### src/rtl/id_issue_queue.sv
// id_issue_queue
// Decode/issue buffer sitting between IF/ID and ID/EX. Fetched instructions
// wait in a small FIFO; the head is decoded combinationally, checked against
// a scoreboard of in-flight register writes, and issued in order into a
// registered valid/ready output stage. A flush from EX empties the queue and
// kills the instruction held in the output stage.
module id_issue_queue #(
    parameter int XLEN     = 32,
    parameter int NUM_REGS = 32,
    parameter int DEPTH    = 4,
    parameter int REG_AW   = $clog2(NUM_REGS)
) (
    input  logic                         clk,
    input  logic                         rst,
    input  logic                         flush,
    input  logic                         if_valid,
    output logic                         if_ready,
    input  logic [31:0]                  if_ir,
    input  logic [XLEN-1:0]              if_ia_plus_4,
    input  logic                         wb_valid,
    input  logic [REG_AW-1:0]            wb_addr,
    output logic                         ex_valid,
    input  logic                         ex_ready,
    output logic [31:0]                  ex_ir,
    output logic [XLEN-1:0]              ex_ia_plus_4,
    output logic [$clog2(DEPTH+1)-1:0]   occupancy,
    output logic                         stall_hazard
);

    localparam int PTR_W = (DEPTH > 1) ? $clog2(DEPTH) : 1;
    localparam int CNT_W = $clog2(DEPTH + 1);

    localparam logic [6:0] OPC_STORE  = 7'b1001001;
    localparam logic [6:0] OPC_BRANCH = 7'b1111111;
    localparam logic [5:0] OPC_NOSRC  = 6'b111110;

    // FIFO storage (data only, never reset) and control state
    logic [31:0]     fifo_ir [DEPTH];
    logic [XLEN-1:0] fifo_ia [DEPTH];
    logic [PTR_W-1:0] wr_ptr;
    logic [PTR_W-1:0] rd_ptr;
    logic [CNT_W-1:0] count;

    // Scoreboard: one bit per architectural register with a write in flight
    logic [NUM_REGS-1:0] scoreboard;
    logic [NUM_REGS-1:0] scoreboard_next;

    // Destination of the instruction held in the output stage (0 = none)
    logic [REG_AW-1:0] ex_dest_p1;

    // Head-of-queue decode (stage p0)
    logic [31:0]       head_ir_p0;
    logic [XLEN-1:0]   head_ia_p0;
    logic [6:0]        opc_p0;
    logic [REG_AW-1:0] ra_p0;
    logic [REG_AW-1:0] rb_p0;
    logic [REG_AW-1:0] rd_p0;
    logic [REG_AW-1:0] src_b_p0;
    logic [REG_AW-1:0] dest_p0;
    logic              src_a_en_p0;
    logic              src_b_en_p0;
    logic              wr_en_p0;
    logic              wr_eff_p0;
    logic              hazard_p0;

    logic head_vld_p0;
    logic enq;
    logic issue;
    logic unused_ir_bits;

    assign head_ir_p0  = fifo_ir[rd_ptr];
    assign head_ia_p0  = fifo_ia[rd_ptr];
    assign head_vld_p0 = (count != '0);

    assign opc_p0 = head_ir_p0[6:0];
    assign rd_p0  = head_ir_p0[7  +: REG_AW];
    assign ra_p0  = head_ir_p0[12 +: REG_AW];
    assign rb_p0  = head_ir_p0[27 +: REG_AW];

    // Instruction bits that play no part in hazard decoding
    assign unused_ir_bits = ^{head_ir_p0[26:20], head_ir_p0[18:17]};

    // Classify the head instruction: which registers it reads and writes
    always_comb begin
        src_a_en_p0 = 1'b0;
        src_b_en_p0 = 1'b0;
        src_b_p0    = rb_p0;
        wr_en_p0    = 1'b0;
        dest_p0     = rd_p0;
        if (!opc_p0[6]) begin
            src_a_en_p0 = 1'b1;
            src_b_en_p0 = 1'b1;
            wr_en_p0    = 1'b1;
        end else if (opc_p0 == OPC_STORE) begin
            // stores read the data register from the rd field
            src_a_en_p0 = 1'b1;
            src_b_en_p0 = 1'b1;
            src_b_p0    = rd_p0;
        end else if (opc_p0[6:1] == OPC_NOSRC) begin
            wr_en_p0    = 1'b1;
        end else if (opc_p0 == OPC_BRANCH) begin
            // ir[19] marks a call, which links into the top register
            wr_en_p0    = head_ir_p0[19];
            dest_p0     = REG_AW'(NUM_REGS - 1);
        end else begin
            src_a_en_p0 = 1'b1;
            wr_en_p0    = 1'b1;
        end
    end

    assign wr_eff_p0 = wr_en_p0 && (dest_p0 != '0);

    // RAW on either source or WAW on the destination; r0 never hazards
    assign hazard_p0 = (src_a_en_p0 && (ra_p0    != '0) && scoreboard[ra_p0])
                     | (src_b_en_p0 && (src_b_p0 != '0) && scoreboard[src_b_p0])
                     | (wr_eff_p0   && scoreboard[dest_p0]);

    assign stall_hazard = head_vld_p0 && hazard_p0;
    assign if_ready     = (count < CNT_W'(DEPTH)) && !flush && !rst;
    assign enq          = if_valid && if_ready;
    assign issue        = !flush && head_vld_p0 && !hazard_p0 && (!ex_valid || ex_ready);
    assign occupancy    = count;

    // Write the fetched instruction into the tail slot
    always_ff @(posedge clk) begin
        if (enq) begin
            fifo_ir[wr_ptr] <= if_ir;
            fifo_ia[wr_ptr] <= if_ia_plus_4;
        end
    end

    // Queue pointers and fill level; flush discards everything queued
    always_ff @(posedge clk or posedge rst) begin
        if (rst) begin
            wr_ptr <= '0;
            rd_ptr <= '0;
            count  <= '0;
        end else if (flush) begin
            wr_ptr <= '0;
            rd_ptr <= '0;
            count  <= '0;
        end else begin
            if (enq) begin
                wr_ptr <= wr_ptr + PTR_W'(1);
            end
            if (issue) begin
                rd_ptr <= rd_ptr + PTR_W'(1);
            end
            case ({enq, issue})
                2'b10:   count <= count + CNT_W'(1);
                2'b01:   count <= count - CNT_W'(1);
                default: count <= count;
            endcase
        end
    end

    // Next scoreboard: retire, then un-mark a flushed holder, then mark the issuer
    always_comb begin
        scoreboard_next = scoreboard;
        if (wb_valid && (wb_addr != '0)) begin
            scoreboard_next[wb_addr] = 1'b0;
        end
        if (flush && ex_valid && (ex_dest_p1 != '0)) begin
            scoreboard_next[ex_dest_p1] = 1'b0;
        end
        if (issue && wr_eff_p0) begin
            scoreboard_next[dest_p0] = 1'b1;
        end
        scoreboard_next[0] = 1'b0;
    end

    // Scoreboard register
    always_ff @(posedge clk or posedge rst) begin
        if (rst) begin
            scoreboard <= '0;
        end else begin
            scoreboard <= scoreboard_next;
        end
    end

    // ---- stage p0 -> p1: registered issue slot toward EX ----
    // Load on issue, drop on consume or flush, hold while EX back-pressures
    always_ff @(posedge clk or posedge rst) begin
        if (rst) begin
            ex_valid     <= 1'b0;
            ex_ir        <= '0;
            ex_ia_plus_4 <= '0;
            ex_dest_p1   <= '0;
        end else if (flush) begin
            ex_valid     <= 1'b0;
            ex_dest_p1   <= '0;
        end else if (issue) begin
            ex_valid     <= 1'b1;
            ex_ir        <= head_ir_p0;
            ex_ia_plus_4 <= head_ia_p0;
            ex_dest_p1   <= wr_eff_p0 ? dest_p0 : '0;
        end else if (ex_ready) begin
            ex_valid     <= 1'b0;
        end
    end

endmodule
### config.mk
export PLATFORM = sky130hd
export DESIGN_NAME = id_issue_queue
export DESIGN_NICKNAME = d
export VERILOG_FILES = /design/src/rtl/id_issue_queue.sv
export SDC_FILE = /design/constraint.sdc
export NUM_CORES = 1
export LEC_CHECK = 0
export CELL_PAD_IN_SITES_DETAIL_PLACEMENT = 0
export CELL_PAD_IN_SITES_GLOBAL_PLACEMENT = 2
export CORE_ASPECT_RATIO = 1.5
export CORE_MARGIN = 2
export CORE_UTILIZATION = 40
export DETAILED_ROUTE_END_ITERATION = 8
export PLACE_DENSITY_LB_ADDON = 0.2
export SLEW_MARGIN = 0
export SYNTH_ARGS = -nofsm -noshare
export SYNTH_HDL_FRONTEND = slang
export SYNTH_SLANG_ARGS = --single-unit
### constraint.sdc
create_clock -name clk -period 7.2 [get_ports clk]
set_input_delay 1.44 -clock clk [delete_from_list [all_inputs] [get_ports clk]]
set_output_delay 1.44 -clock clk [all_outputs]
set_load 0.1 [all_outputs]
Word-level counts from Yosys, hierarchy flattened
Memories as Yosys holds them, arrays and structs flattened. A register that Yosys moved wholly into a read port is not among the register bits.
Index checks and enable logic that the tools add are counted.
- register bits after elaboration: 76
- bits in writable memories: 256
- input port bits: 75
- output and inout bits: 70
- logic and storage cells: 116
- memories kept: 2
- $add $sub $neg: 4
- $lt $le $gt $ge: 9
- eq/ne operators: 5
- multiplexer cells: 45
- bitwise gates (word level): 8
- reduce and logical (&&, ||, !) cells: 36
- memory list (memory ; depth ; bits a word ; rd ports ; clocked after Yosys merged registers in ; write ports ; RTL line ; source):
    fifo_ia ; 4 ; 32 ; 1 ; 1 ; 1 ; 39 ; logic [XLEN-1:0] fifo_ia [DEPTH];
    fifo_ir ; 4 ; 32 ; 1 ; 0 ; 1 ; 38 ; logic [31:0] fifo_ir [DEPTH];
- operators with widths (operator ; count):
    $mux W32 ; 3
    $and A32 B32 Y32 ; 2
    $not A32 Y32 ; 2
    $mux W5 ; 9
    $or A32 B32 Y32 ; 1
    $lt A5 B6 Y1 const B ; 5
    $reduce_bool A5 Y1 ; 5
    $mux W1 ; 21
    $logic_and A1 B1 Y1 ; 20
    $bmux W1 S5 ; 3
    $demux W1 S5 ; 3
    $ge A5 B1 Y1 const B ; 3
    $eq A7 B7 Y1 const B ; 2
    $reduce_bool A3 Y1 ; 3
    $mux W2 ; 4
    $eq A6 B6 Y1 const B ; 1
    $pmux W3 S2 ; 1
    $add A2 B1 Y2 const B ; 2
    $logic_not A1 Y1 ; 4
    $reduce_bool A2 Y1 ; 2
    $add A3 B1 Y3 const B ; 1
    $lt A3 B3 Y1 const B ; 1
    $mux W3 ; 1
    $sub A3 B1 Y3 const B ; 1
    other kinds (6) ; 7

Logic depth before layout (Yosys ltp)
An unclocked memory read counts as a cell.
- word-level depth: 16
- depth in mapped cells: 19
- depth with buffers taken out: 13

Worst setup path before layout
No wires, ideal clock.
- path kind: input-to-reg
- start: input port flush
- end: memory fifo_ia[0][0] (enable)
- setup time: 429 ps
- data arrival time: 5541 ps
- data required time: 6771 ps
- slack: 1230 ps
- stages: 2
- buffers on the path: 0
- cells stage by stage: nor3_1 and3_1
- longest elaborated chain between the ends: 6
- ends and longest elaborated chain (item ; RTL line ; source):
    start, declared ; 15 ; input logic flush,
    $logic_not A1 Y1 ; 119 ; assign if_ready = (count < CNT_W'(DEPTH)) && !flush && !rst;
    $logic_and A1 B1 Y1 (2 in series) ; 119 ;
    $logic_and A1 B1 Y1 ; 120 ; assign enq = if_valid && if_ready;
    $mux W1 ; 126 ; if (enq) begin
    $mux W1 (implied by the code) ; 128 ; fifo_ia[wr_ptr] <= if_ia_plus_4;
    end, declared ; 39 ;
Every way passes these cells.

Worst setup path in the final report
- start: register rd_ptr[1]
- end: output port stall_hazard
- longest elaborated chain between the ends: 11
- elaborated cells on any way between the ends: 38
- those cells by class: eq/ne (3); mux (22); bitwise (2); reduce/logical (10); memory (1)
- ends and longest elaborated chain (item ; RTL line ; source):
    start, declared ; 41 ; logic [PTR_W-1:0] rd_ptr;
    start signal, assigned ; 147 ; rd_ptr <= rd_ptr + PTR_W'(1);
    $mem_v2 Z4 W32 (*) ; -- ;
    $eq A7 B7 Y1 ; 101 ; end else if (opc_p0 == OPC_BRANCH) begin
    $mux W5 or $mux W1 (tied branches) ; 101 ;
    $mux W5 or $mux W1 (tied branches) ; 99 ; end else if (opc_p0[6:1] == OPC_NOSRC) begin
    $mux W5 or $mux W1 (tied branches) ; 94 ; end else if (opc_p0 == OPC_STORE) begin
    $mux W5 or $mux W1 (tied branches) ; 90 ; if (!opc_p0[6]) begin
    $bmux W1 S5 (tied with other cells) ; 116 ; | (wr_eff_p0 && scoreboard[dest_p0]);
    $mux W1 (implied by the code) (tied with other cells) ; 116 ;
    $logic_and A1 B1 Y1 or $or A1 B1 Y1 (tied branches) ; 116, 115 ;
    $or A1 B1 Y1 (*) ; 116 ;
    $logic_and A1 B1 Y1 (*) ; 118 ; assign stall_hazard = head_vld_p0 && hazard_p0;
    end, declared ; 27 ; output logic stall_hazard
Every way passes the cells marked *; elsewhere a longest branch is shown, timed or not. The select of a mux whose other input is x is not followed.

==> out/metrics.yaml <==
outcome: "finished, final reports clean"
crit_chain: "mux4_2 > nor4bb_1 > nand2_1 > buf_4 > a21oi_4 > mux2i_1 > o32ai_1 > o31ai_1 > a31o_2 > a21oi_1 > buf_4"
num_io_pins: 145
drt_wl_total_mm: 37.3
synth_compound_area_share_pct: 5.55
reg2reg_from: "rd_ptr[1]"
maxCapViolations: 0
ys_warn_count: 0
synth_top_family_by_area: "multiplexers"
cpPeakStageDelay_ns: 0.91
rr_worst_depth: 12
synth.top_cells.by_count: "edfxtp_1 (256), nand2_1 (122), dfrtp_1 (108)"
clockBufferDepth: 3
start_util_pct: 40.6
viasPerCell: 5.48
crit_path_start_kind: "flop"
worst_slew_pin_slew_ns: 1.05
required_ns: 5.76
finalCritPeriodShare_pct: 88.4
critPathBufInv: 2
syn_avg_cell_area_um2: 16.3
core-area_mm2: 0.0376
grt_pass1_wl_mm: 57.1
synthXorXnorAreaFrac_pct: 0.320
hold_viol: 0
critPathTopFamily: "compound AO/OA/AOI/OAI gates"
slew_headroom_pct: 29.0
io_buffer_count: 144
regToRegEndpoint: "occupancy[2]"
first_iter_violations: 495
startpoint: "rd_ptr[1]"
clk_pin_slew_ns: 0.06
cp-end-kind: "primary output"
yosysTopAreaCell: "edfxtp_1"
power_mw: 6.67
first_pass_iters: 5
yosys-top-cells-area: "edfxtp_1 (50%), dfrtp_1 (18%), mux4_2 (11%)"
vias: 8791
finalSetupTns_ns: 0
synth_ff_type: "edfxtp_1"
grt_max_degree: 64
fin_crit_ns: 6.36
reg2reg_slack_ns: 1.72
grt_use_total_pct: 19.2
irDropWorstVdd_mv: 0.316
dpl.hpwl_mm: 25.2
grt_pass1_vias: 9480
holdBufCountCts: 0
wl_per_cell_um: 23.2
synth_edf_count: 256
cts_tree: "yes"
maxSlewViolCount: 0
synth_cell_types: 67
cts_made_buffers: 36
place_inst: 1537
clkSinkCount: 364
syn_nets: 1016
stdcell_area_mm2: 0.0183
area_growth_pct: 20.3
cts_setup_buffers: 0
setup_viol: 0
synth_simple_gate_area_share_pct: 7.91
critPathSlowestCell: "nor4bb_1"
synth_cells: 936
dpl_cell_area_mm2: 0.0172
gp_congestion: 0.834
antenna_found_initial: 6
cp_max_fo: 44
clock_latency_ns: 0.53
num_rows: 87
grt-ovfl-total: 0
synth_top_area_share_pct: 50.4
drive_gt1_share_pct: 18.0
crit_path_frequent_cell: "buf_4"
powerDensity_mw_per_mm2: 364
fin_skew_ns: 0.0189
max_freq_mhz: 157
drc: 0
dieArea_mm2: 0.0397
post_cts_resized: 0
p_leak_nw: 6.35
final_cell_count_no_fill: 1605
htree_levels: 2
netlist_area_mm2: 0.0152
synth.area.mux_share_pct: 15.9
die_w_um: 163
synthAdderAreaFrac_pct: 0.460
cts_root_buf: "clkbuf_16"
post-synth-top-count-cell: "edfxtp_1"
die_y_um: 243
nets: 1166
synth-async-reset-ratio_pct: 29.7
crit_end: "stall_hazard"
synth-seq-cells: 364
setup.worst_path.class: "flop to primary output"
crit_arrival_ns: 4.92
whs_ns: 0.476
ant_nets: 0
rsz0062_at_grt: "no"
synth-seq-area-share_pct: 68.1
path_depth: 11
hold_class: "flop to flop"
layer usage:
| metal | share of wire [%] | GRT usage (%) | wire, um |
|---|---|---|---|
| met5 | 0.14 | 0 | 53 |
| met4 | 4.4 | 8.56 | 1650 |
| met3 | 4.1 | 3.35 | 1530 |
| met2 | 54 | 34.9 | 20300 |
| met1 | 37 | 21.9 | 13800 |
cell type report:
class	instances	area, um^2
multi-input cells	520	4610
fillers	3264	19200
diodes	2	5.00
repair buffers	158	1560
clock buffers	51	1030
well taps	489	612
clock inverters	15	113
flip-flops and latches	364	10400
inverters	6	25.0
cell families after synthesis:
family | count (synthesis)
compound gates | 124
xor+xnor | 4
buf+inv | 52
mux | 146
fa+ha+maj | 5
simple gates | 241
flops | 364
worst min-delay path by stage:
stage                              start             end  cells past startpoint
after floorplan           scoreboard[23]  scoreboard[23]                      2
after global placement         ex_ir[15]       ex_ir[15]                      2
after detailed placement        ex_ir[6]        ex_ir[6]                      2
after CTS                       ex_ir[6]        ex_ir[6]                      2
after global routing            ex_ir[6]        ex_ir[6]                      2
final                           ex_ir[2]        ex_ir[2]                      2
flip-flops by register name, indices dropped and copies added (netlist names):
signal / count
ex_ia_plus_4: 32
rd_ptr: 2
scoreboard: 31
ex_dest_p1: 5
ex_ir: 32
occupancy: 3
fifo_ia: 128
ex_valid: 1
wr_ptr: 2
fifo_ir: 128
stage by stage:
| step | setup WS (ns) | util, % |
|---|---|---|
| finish | 0.838 | 48.9 |
| global placement | 1.32 | 45.8 |
| global route | 0.502 | 48.8 |
| detailed placement | 1.35 | 45.8 |
| floorplan | 1.23 | - |
| CTS | 0.784 | 48.8 |
cells in the final DEF, fill, tap and decap left out, types with 5 or more instances in the layout:
master           instances
edfxtp_1               256
clkdlybuf4s50_1        143
nand2_1                122
dfrtp_1                106
mux4_2                  72
clkbuf_16               37
mux2_2                  33
mux2i_1                 30
nor2_1                  25
o21ai_0                 18
a22oi_1                 18
a21oi_1                 16
buf_4                   14
nand2b_1                13
nor3_1                  12
o21ai_1                 12
o31ai_1                 12
mux2_1                  11
nand3_1                 10
o221ai_1                10
nand3b_1                 9
o22ai_1                  9
clkbuf_1                 9
clkinv_2                 8
nor3b_1                  6
a31oi_1                  6
inv_1                    5
o22a_1                   5
clkbuf_8                 5
tightest hold or removal path: cells and delay by family, from the launching register on:
| kind | cells | cell delay (ns) |
|---|---|---|
| and+or+nand+nor | 2 | 0.10 |
| DFF | 1 | 0.34 |
power by group:
group	internal, mW	leakage [nW]	switching, mW
clock network	1.04	0.557	0.774
registers	2.47	3.71	0.180
logic	0.560	2.08	1.65
total	4.06	6.35	2.61
(Power assumes the default switching activity.)
